`src/rtl/cipher_pkg.sv`:
```
// Shared types and reset-time key material for the permute/XOR round cipher.
package cipher_pkg;

  typedef enum logic [1:0] {
    ST_IDLE = 2'd0,
    ST_RUN  = 2'd1,
    ST_DONE = 2'd2
  } state_t;

  localparam logic [7:0] KEY_DEF_0 = 8'h3E;
  localparam logic [7:0] KEY_DEF_1 = 8'h49;
  localparam logic [7:0] KEY_DEF_2 = 8'h7E;

  // Default round key for slot idx: the three constants repeat, zero-extended.
  function automatic logic [63:0] default_key(input int idx);
    logic [7:0] k;
    case (idx % 3)
      0:       k = KEY_DEF_0;
      1:       k = KEY_DEF_1;
      default: k = KEY_DEF_2;
    endcase
    return {56'd0, k};
  endfunction

endpackage

```
`src/rtl/perm_net.sv`:
```
// Combinational stride bit permutation; inv selects the inverse mapping.
module perm_net #(
  parameter int N      = 8,
  parameter int STRIDE = 3
) (
  input  logic [N-1:0] x,
  input  logic         inv,
  output logic [N-1:0] y
);

  logic [N-1:0] fwd;
  logic [N-1:0] bwd;

  // STRIDE odd and N a power of two make i*STRIDE mod N a bijection,
  // so every bit of bwd gets exactly one driver.
  for (genvar i = 0; i < N; i++) begin : g_bit
    assign fwd[i]              = x[(i*STRIDE) % N];
    assign bwd[(i*STRIDE) % N] = x[i];
  end

  assign y = inv ? bwd : fwd;

endmodule

```
`src/rtl/perm_xor_cipher.sv`:
```
// Iterative permute/XOR block cipher: one round per cycle, per-round key registers.
//
// state   | meaning
// --------+-----------------------------------------------------------
// ST_IDLE | ready for a word; key writes accepted
// ST_RUN  | applying rounds, one per cycle, then one cycle to settle
// ST_DONE | result held on dout until out_ready
module perm_xor_cipher
  import cipher_pkg::*;
#(
  parameter  int N      = 8,
  parameter  int STRIDE = 3,
  parameter  int ROUNDS = 3,
  localparam int KW     = (ROUNDS > 1) ? $clog2(ROUNDS) : 1
) (
  input  logic          clock,
  input  logic          rst,
  input  logic          in_valid,
  output logic          in_ready,
  input  logic [N-1:0]  din,
  input  logic          mode,
  input  logic          key_we,
  input  logic [KW-1:0] key_idx,
  input  logic [N-1:0]  key_din,
  output logic          key_err,
  output logic          out_valid,
  input  logic          out_ready,
  output logic [N-1:0]  dout
);

  localparam int CW = $clog2(ROUNDS + 1);

  state_t        state;
  state_t        state_nxt;
  logic          alive;
  logic [CW-1:0] cnt;
  logic          mode_q;
  logic [N-1:0]  data_q;
  logic [N-1:0]  dout_q;
  logic [N-1:0]  key_q    [ROUNDS];
  logic [N-1:0]  key_work [ROUNDS];

  logic          accept;
  logic          round_en;
  logic          finish;
  logic          key_ok;
  logic          key_drop;
  logic [31:0]   key_idx_ext;
  logic [CW-1:0] rsel;
  logic [N-1:0]  rkey;
  logic [N-1:0]  perm_in;
  logic [N-1:0]  perm_out;
  logic [N-1:0]  round_out;

  always_ff @(posedge clock or negedge rst) begin
    if (!rst) state <= ST_IDLE;
    else      state <= state_nxt;
  end

  always_comb begin
    state_nxt = state;
    in_ready  = 1'b0;
    out_valid = 1'b0;
    accept    = 1'b0;
    round_en  = 1'b0;
    finish    = 1'b0;
    case (state)
      ST_IDLE: begin
        in_ready = alive;
        if (alive && in_valid) begin
          accept    = 1'b1;
          state_nxt = ST_RUN;
        end
      end
      ST_RUN: begin
        if (cnt == CW'(ROUNDS)) begin
          finish    = 1'b1;
          state_nxt = ST_DONE;
        end else begin
          round_en = 1'b1;
        end
      end
      ST_DONE: begin
        out_valid = 1'b1;
        if (out_ready) state_nxt = ST_IDLE;
      end
      default: state_nxt = ST_IDLE;
    endcase
  end

  assign key_idx_ext = 32'(key_idx);
  assign key_ok      = key_we && (state == ST_IDLE) && (key_idx_ext < 32'(ROUNDS));
  assign key_drop    = key_we && !key_ok;

  // Decrypt walks the key schedule backwards.
  assign rsel = mode_q ? (CW'(ROUNDS - 1) - cnt) : cnt;

  always_comb begin
    rkey = '0;
    for (int r = 0; r < ROUNDS; r++) begin
      if (rsel == CW'(r)) rkey = key_work[r];
    end
  end

  assign perm_in   = mode_q ? (data_q ^ rkey) : data_q;
  assign round_out = mode_q ? perm_out : (perm_out ^ rkey);

  perm_net #(
    .N      (N),
    .STRIDE (STRIDE)
  ) u_perm (
    .x   (perm_in),
    .inv (mode_q),
    .y   (perm_out)
  );

  always_ff @(posedge clock or negedge rst) begin
    if (!rst) begin
      alive   <= 1'b0;
      cnt     <= '0;
      mode_q  <= 1'b0;
      data_q  <= '0;
      dout_q  <= '0;
      key_err <= 1'b0;
    end else begin
      alive   <= 1'b1;
      key_err <= key_drop;
      if (accept) begin
        data_q <= din;
        mode_q <= mode;
        cnt    <= '0;
      end else if (round_en) begin
        data_q <= round_out;
        cnt    <= cnt + CW'(1);
      end
      if (finish) dout_q <= data_q;
    end
  end

  // The working copy is snapshotted on accept so a key write at the
  // same edge only affects later words.
  always_ff @(posedge clock or negedge rst) begin
    if (!rst) begin
      for (int r = 0; r < ROUNDS; r++) begin
        key_q[r]    <= N'(default_key(r));
        key_work[r] <= '0;
      end
    end else begin
      for (int r = 0; r < ROUNDS; r++) begin
        if (key_ok && (key_idx == KW'(r))) key_q[r] <= key_din;
        if (accept) key_work[r] <= key_q[r];
      end
    end
  end

  assign dout = dout_q;

endmodule

```
`config.mk`:
```
export PLATFORM = sky130hd
export DESIGN_NAME = perm_xor_cipher
export DESIGN_NICKNAME = d
export VERILOG_FILES = /design/src/rtl/cipher_pkg.sv /design/src/rtl/perm_net.sv /design/src/rtl/perm_xor_cipher.sv
export SDC_FILE = /design/constraint.sdc
export NUM_CORES = 1
export LEC_CHECK = 0
export CAP_MARGIN = 20
export CORE_AREA = 8 8 100 102
export DETAILED_ROUTE_END_ITERATION = 10
export DIE_AREA = 0 0 108 110
export PLACE_DENSITY_LB_ADDON = 0.15
export SLEW_MARGIN = 15
export SYNTH_ARGS = -nofsm -noshare
export SYNTH_HDL_FRONTEND = slang
export SYNTH_HIERARCHICAL = 1
export SYNTH_SLANG_ARGS = --single-unit
```
`constraint.sdc`:
```
create_clock -name clock -period 3.2 [get_ports clock]
set_input_delay 0.32 -clock clock [delete_from_list [all_inputs] [get_ports clock]]
set_output_delay 0.32 -clock clock [all_outputs]
set_load 0.02 [all_outputs]
```
# [Word-level counts from Yosys, hierarchy flattened]
# Index checks and enable logic that the tools add are counted.
[word_totals] wordCells=63 output_inout_bits=11 reg_bits=71
[op_classes] bitwise=2 n_addsub=2 n_lt_le_gt_ge=1 muxes=22 n_eq_ne=10 n_reduce_logical=13
[ops] op="2-to-1 mux 8 bit" count=7
[ops] op="bitwise XOR 8 bit" count=2
[ops] op="2-to-1 mux 2 bit" count=6
[ops] op="equality test 2 bit, second input constant" count=4
[ops] op="2-to-1 mux 1 bit" count=8
[ops] op="logical AND 1 bit" count=7
[ops] op="equality test 2 x 1 -> 1 bit, second input constant" count=3
[ops] op="logical NOT 2 bit" count=3
[ops] op="!= test 2 bit, second input constant" count=3
[ops] op="one-hot mux 2 bit (3 select lines)" count=1
[ops] op="AND reduction 3 bit" count=1
[ops] op="adder 2 x 1 -> 2 bit, second input constant" count=1
[ops] op="< comparator 2 bit, second input constant" count=1
[ops] op="nonzero test 2 bit" count=1
[ops] op="subtractor 2 bit, first input constant" count=1
[ops] op="logical NOT 1 bit" count=1

# [Longest topological paths before layout]
[depth] ltp_word=12 mapped_depth=10 ltp_nobuf=7

# [Cells and area by module]
# The synthesis kept the hierarchy.
[by_module_without_submodules] module="perm_xor_cipher" cells_each=358 instances=1 seq_area_each_um2=1794.2 area_per_inst_um2=3585.9
[by_module_without_submodules] module="perm_net" cells_each=8 instances=1 seq_area_each_um2=0.0 area_per_inst_um2=60.1

# [Least setup slack after synthesis]
# Ideal clock, no wire load.
[synth_path] path_kind="register -> register" from="reg cnt[0]" to="reg data_q[0]" n_path_buf=3 arrival_time_ps=2010 required_time_ps=3131 path_stages_with_launch=11 setup_slack_ps=1122 setup_ps=69 path_cell_list="dfrtp_1 buf_2 buf_2 mux2i_1 mux2i_1 nand2_1 xnor2_1 buf_4 nand2_1 or4_1 nand3_1"
[synth_between] elab_chain_cells=12
[synth_rtl] element="start: declaration" line_no="perm_xor_cipher.sv:36" rtl="logic [CW-1:0] cnt;"
[synth_rtl] element="start signal: assignment" line_no="perm_xor_cipher.sv:134" rtl="cnt <= cnt + CW'(1);"
[synth_rtl] element="subtractor 2 bit" line_no="perm_xor_cipher.sv:96" rtl="assign rsel = mode_q ? (CW'(ROUNDS - 1) - cnt) : cnt;"
[synth_rtl] element="2-to-1 mux 2 bit (*)" line_no="perm_xor_cipher.sv:96"
[synth_rtl] element="logical NOT 2 bit" line_no="perm_xor_cipher.sv:101" rtl="if (rsel == CW'(r)) rkey = key_work[r];"
[synth_rtl] element="2-to-1 mux 8 bit (2 in a row)" line_no="perm_xor_cipher.sv:101"
[synth_rtl] element="2-to-1 mux 8 bit (*)" line_no="perm_xor_cipher.sv:101"
[synth_rtl] element="bitwise XOR 8 bit (*)" line_no="perm_xor_cipher.sv:105" rtl="assign perm_in = mode_q ? (data_q ^ rkey) : data_q;"
[synth_rtl] element="2-to-1 mux 8 bit (*)" line_no="perm_xor_cipher.sv:105"
[synth_rtl] element="net perm_in[0]" line_no="perm_xor_cipher.sv:51" rtl="logic [N-1:0] perm_in;"
[synth_rtl] element="bitwise XOR 8 bit" line_no="perm_xor_cipher.sv:106" rtl="assign round_out = mode_q ? perm_out : (perm_out ^ rkey);"
[synth_rtl] element="2-to-1 mux 8 bit (*)" line_no="perm_xor_cipher.sv:106"
[synth_rtl] element="2-to-1 mux 8 bit (*)" line_no="perm_xor_cipher.sv:132" rtl="end else if (round_en) begin"
[synth_rtl] element="2-to-1 mux 8 bit (*)" line_no="perm_xor_cipher.sv:128" rtl="if (accept) begin"
[synth_rtl] element="end signal: assignment" line_no="perm_xor_cipher.sv:129" rtl="data_q <= din;"
[synth_rtl] element="end signal: assignment" line_no="perm_xor_cipher.sv:133" rtl="data_q <= round_out;"
[synth_rtl] element="end: declaration" line_no="perm_xor_cipher.sv:38" rtl="logic [N-1:0] data_q;"
# Mark *: on every way through the listed nets, which the timed path passes. The rest lies on a longest branch. The select of a mux whose other input is x is not followed.
# A chain may end at the register's enable or synchronous reset.

# [Worst setup path after layout]
[layout_path] from="reg cnt[1]" to="reg data_q[6]"
# Same word-level chain as after synthesis.

==> results list <==
* Pins Over Slew Limit: 0
* Largest family of logic cells by synthesized area: simple AND/OR/NAND/NOR gates
* Setup crit end kind: flip-flop
- Min-delay worst type: in2async
- Worst Setup Path Type: reg2reg
- The area growth from synthesis to layout is 14.52%.
- Summing the areas of all xor and xnor instances in the mapped netlist gives 2.162% of the synthesized area.
* Synth warn: 6
- After synthesis, the share of flip-flops with an asynchronous set or reset is 100.0%.
- Total number of H-tree levels: 3
* Run status: finished clean
- Worst IR Drop VDD: 327.7 uV
- Count of maximum capacitance violations: 0
* Portion of the clock cycle consumed by the worst path in the final layout: 75.20%
- Seq cells post-synth: a little over 70
- nand2_1 is the most common cell in the netlist.
- First-pass GRT wire length: between 10000 and 15000 um
* Ranking of synthesized cells by instance count: nand2_1, dfrtp_1, mux2_2, mux2i_1, dfstp_2
* Final hold violation count: 0
* Count of buffers from port buffering: 34
* # Post-CTS Setup Buffers: 0
- The pre-antenna-repair detailed-routing pass consisted of 4 iterations.
- Summed over all layers, the global routing overflow is 0.
* Prevailing post-synth register cell: dfrtp_1
* Chain of cells forming the critical path: ha_1, mux2i_1, nand2_1, xnor2_1, nand2_1, or4_1, nand3_1
* Number of DRC markers after the initial detailed-route iteration: ~110
- Non-filler cells in the finished layout: around 500
- Entering global routing, the biggest net connects 42 pins.
* Via count of the first global-routing pass: 2528
- At the pin with the least slew margin, the transition time is about 0.77 ns.
* Mean area per synthesized cell: 9.962 sq um
- After detailed routing, the average wire length per cell comes to 15.12 um.
* Startpoint of the lowest-slack register-to-register path: cnt[1]
* Total of cells resized after clock tree synthesis: 0
- Global routing used a little over an eighth of the available tracks across all layers.
- The synthesized netlist devotes 23.95% of its cell area to simple gates.
- The initial antenna violation count was 0.
- Net total in the final layout: slightly above 400
- Launch point of the worst path: cnt[1]
- Crit path required time: about 3.5 ns
- Sequential fraction of the synthesis area: 49.21%
* Routed wire length: 7547 um
- On the worst path, the slowest cell contributes a delay of 0.58 ns.
- In this run the deepest clock path goes through 2 buffers.
- In the final timing run, aggregate negative setup slack is 0 ns.
* Number of standard cells after synthesis: around 370
- Measured in cells, the most critical reg-to-reg path has a length of 7.
- Number of design rule violations left after detail routing: 0
* Syn Std Cell Area: around 3600 sq um
- Leakage: around 0.0019 uW
- Subtracting the final worst setup slack from the clock period gives 2.406 ns.
- Among the stages of the critical path, the cell type that occurs most often is nand2_1.
- The floorplan step set the die height to between 100 and 150 um.
- The congestion estimate from routability-driven global placement came to approximately 0.80.
- Via count: approximately 2600
- TritonCTS built the clock tree.
- Slowest library cell on the worst path: ha_1
* Count of flip-flops with a built-in enable after synthesis: 0
- Worst reg-to-reg setup slack: 0.79 ns
* Core Rows: 34
- For this design the ratio of total power to cell area is around 1000 nW/um^2.
* Count of unique library cells instantiated by Yosys: 36
* Dominant cells by area after synthesis: dfrtp_1, nand2_1, dfstp_2
- The synthesized design spends more area on one cell type than any other, namely dfrtp_1.
- Initial core utilization: a little over two fifths
* Synthesized net count: between 300 and 400
- The count of nets left with antenna violations once routing finished came out at 0.
- On the final layout, the worst clock skew is 0.01066 ns.
* Final setup fails: 0
- Number of buffers created by CTS: 9
- In this run, post-CTS hold repair placed 0 buffers.
- R2R Path End: data_q[6]
- The synthesized design devotes to its leading area cell type 39.12% of total area.
* CP top delay family: simple AND/OR/NAND/NOR gates
* Ratio of cells with drive above 1 in the final layout: about 18%
- Clock tree sinks: 71
- Drt via density: roughly 5
- The portion of synthesized area spent on multiplexers is between 10% and 20%.
- Max Freq: between 0.4 and 0.5 GHz
- From left edge to right edge, the die measures 108 um.
* Core box area: roughly 8500 sq um
- Once placement completed, the tool counted placed cells totaling between 400 and 500.
* Post-detail-place hpwl: about 5400 um
* CP Launch Type: flip-flop
- The floorplan step defined a die boundary enclosing ~12000 sq um.
- In this run the clock root is driven by a clkbuf_8.
* RSZ-0062 raised after global routing: false
* Arrival time reported for the critical path endpoint: 2.69 ns
- For the worst-skew pair, the clock arrives at the later sink with an insertion delay of 0.35 ns.
- Along the worst path, the maximum fanout reaches 11.
- Buffer and inverter count on the worst path: 0
- Measured against its own limit, the worst slew margin works out to 48.85%.
- Top-Level Pins: 35
- Antenna Cells: 0
* Compound-gate portion of the synthesized area: 5.148%
- The synthesized netlist devotes less than 1% of its cell area to adder and majority cells.
- Clock-pin slew was measured on the worst setup and hold paths at 0.08 ns.
power breakdown:
group | switching (uW) | leakage, uW | total (uW) | internal, uW
Sequential | 313 | 0.000853 | 1720 | 1410
Combinational | 978 | 0.000934 | 1870 | 890
Clock | 359 | 0.0000891 | 664 | 305
worst max-delay path by stage:
stage / slack [ns] / cells after the start / end
final: 0.79 / 7 / data_q[6]
after global routing: 0.56 / 7 / data_q[6]
after CTS: 0.80 / 7 / data_q[3]
after detailed placement: 0.82 / 7 / data_q[6]
after global placement: 0.84 / 7 / data_q[6]
after floorplan: 1.12 / 10 / data_q[0]
flip-flops by register name, indices dropped and copies added (netlist names):
name and count:
cnt 2, key_err 1, dout 8, state 2
data_q 8, mode_q 1, key_q 24, alive 1
key_work 24
cells by family (layout without fill, tap and decap cells):
family,Yosys count,count (layout)
fa+ha+maj,1,1
flops,71,71
xor+xnor,9,9
compound gates,27,27
mux,48,48
other cells,1,1
simple gates,178,178
buf+inv,31,56
cell type report:
cell class              instances  area, sq um
fillers                       815         4290
flip-flops and latches         71         1794
multi-input cells             264         1677
repair buffers                 39        385.4
clock buffers                  10        137.6
well taps                     108        135.1
clock inverters                 6        42.54
inverters                       1        3.754
worst reg2reg max path, delay by kind of cell (launching register included):
family	cells	cell delay [ns]
XOR/XNOR	1	0.26
adder cells (fa/ha/maj)	1	0.58
flip-flops	1	0.41
multiplexers	1	0.31
AND/OR/NAND/NOR	4	0.79
layer usage:
metal  up-vias  global-route usage (%)  wire length [um]
met5         -                       0                 0
met4         0                   5.649               110
met3        11                   3.198               334
met2        46                   21.23              3337
met1      1221                   17.96              3765
li1       1292                       -                 -
metrics by stage:
step | setup slack, ns | util, % | hold slack, ns | area (sq um) | total power [uW]
2_1_floorplan | 1.122 | - | 0.02441 | 3646 | 3286
3_3_place_gp | 0.8425 | 47.19 | 0.4428 | 3995 | 3579
3_5_place_dp | 0.8155 | 47.19 | 0.4526 | 3995 | 3622
4_1_cts | 0.8012 | 49.32 | 0.06883 | 4175 | 4302
5_1_grt | 0.5624 | 49.32 | 0.08279 | 4175 | 4608
6_report | 0.7937 | 49.32 | 0.04096 | 4175 | 4254
layout by cell type, fill, tap and decap left out, types with 9 or more instances in the layout:
cell type	instances
clkbuf_8	10
xnor2_1	9
nand2_1	104
mux2i_1	16
clkdlybuf4s50_1	33
a21oi_1	9
and3_1	9
nor2_1	10
dfrtp_1	57
nand2b_1	11
dfstp_2	14
mux2_2	32
Note: power is estimated with default switching activity, not from simulation.
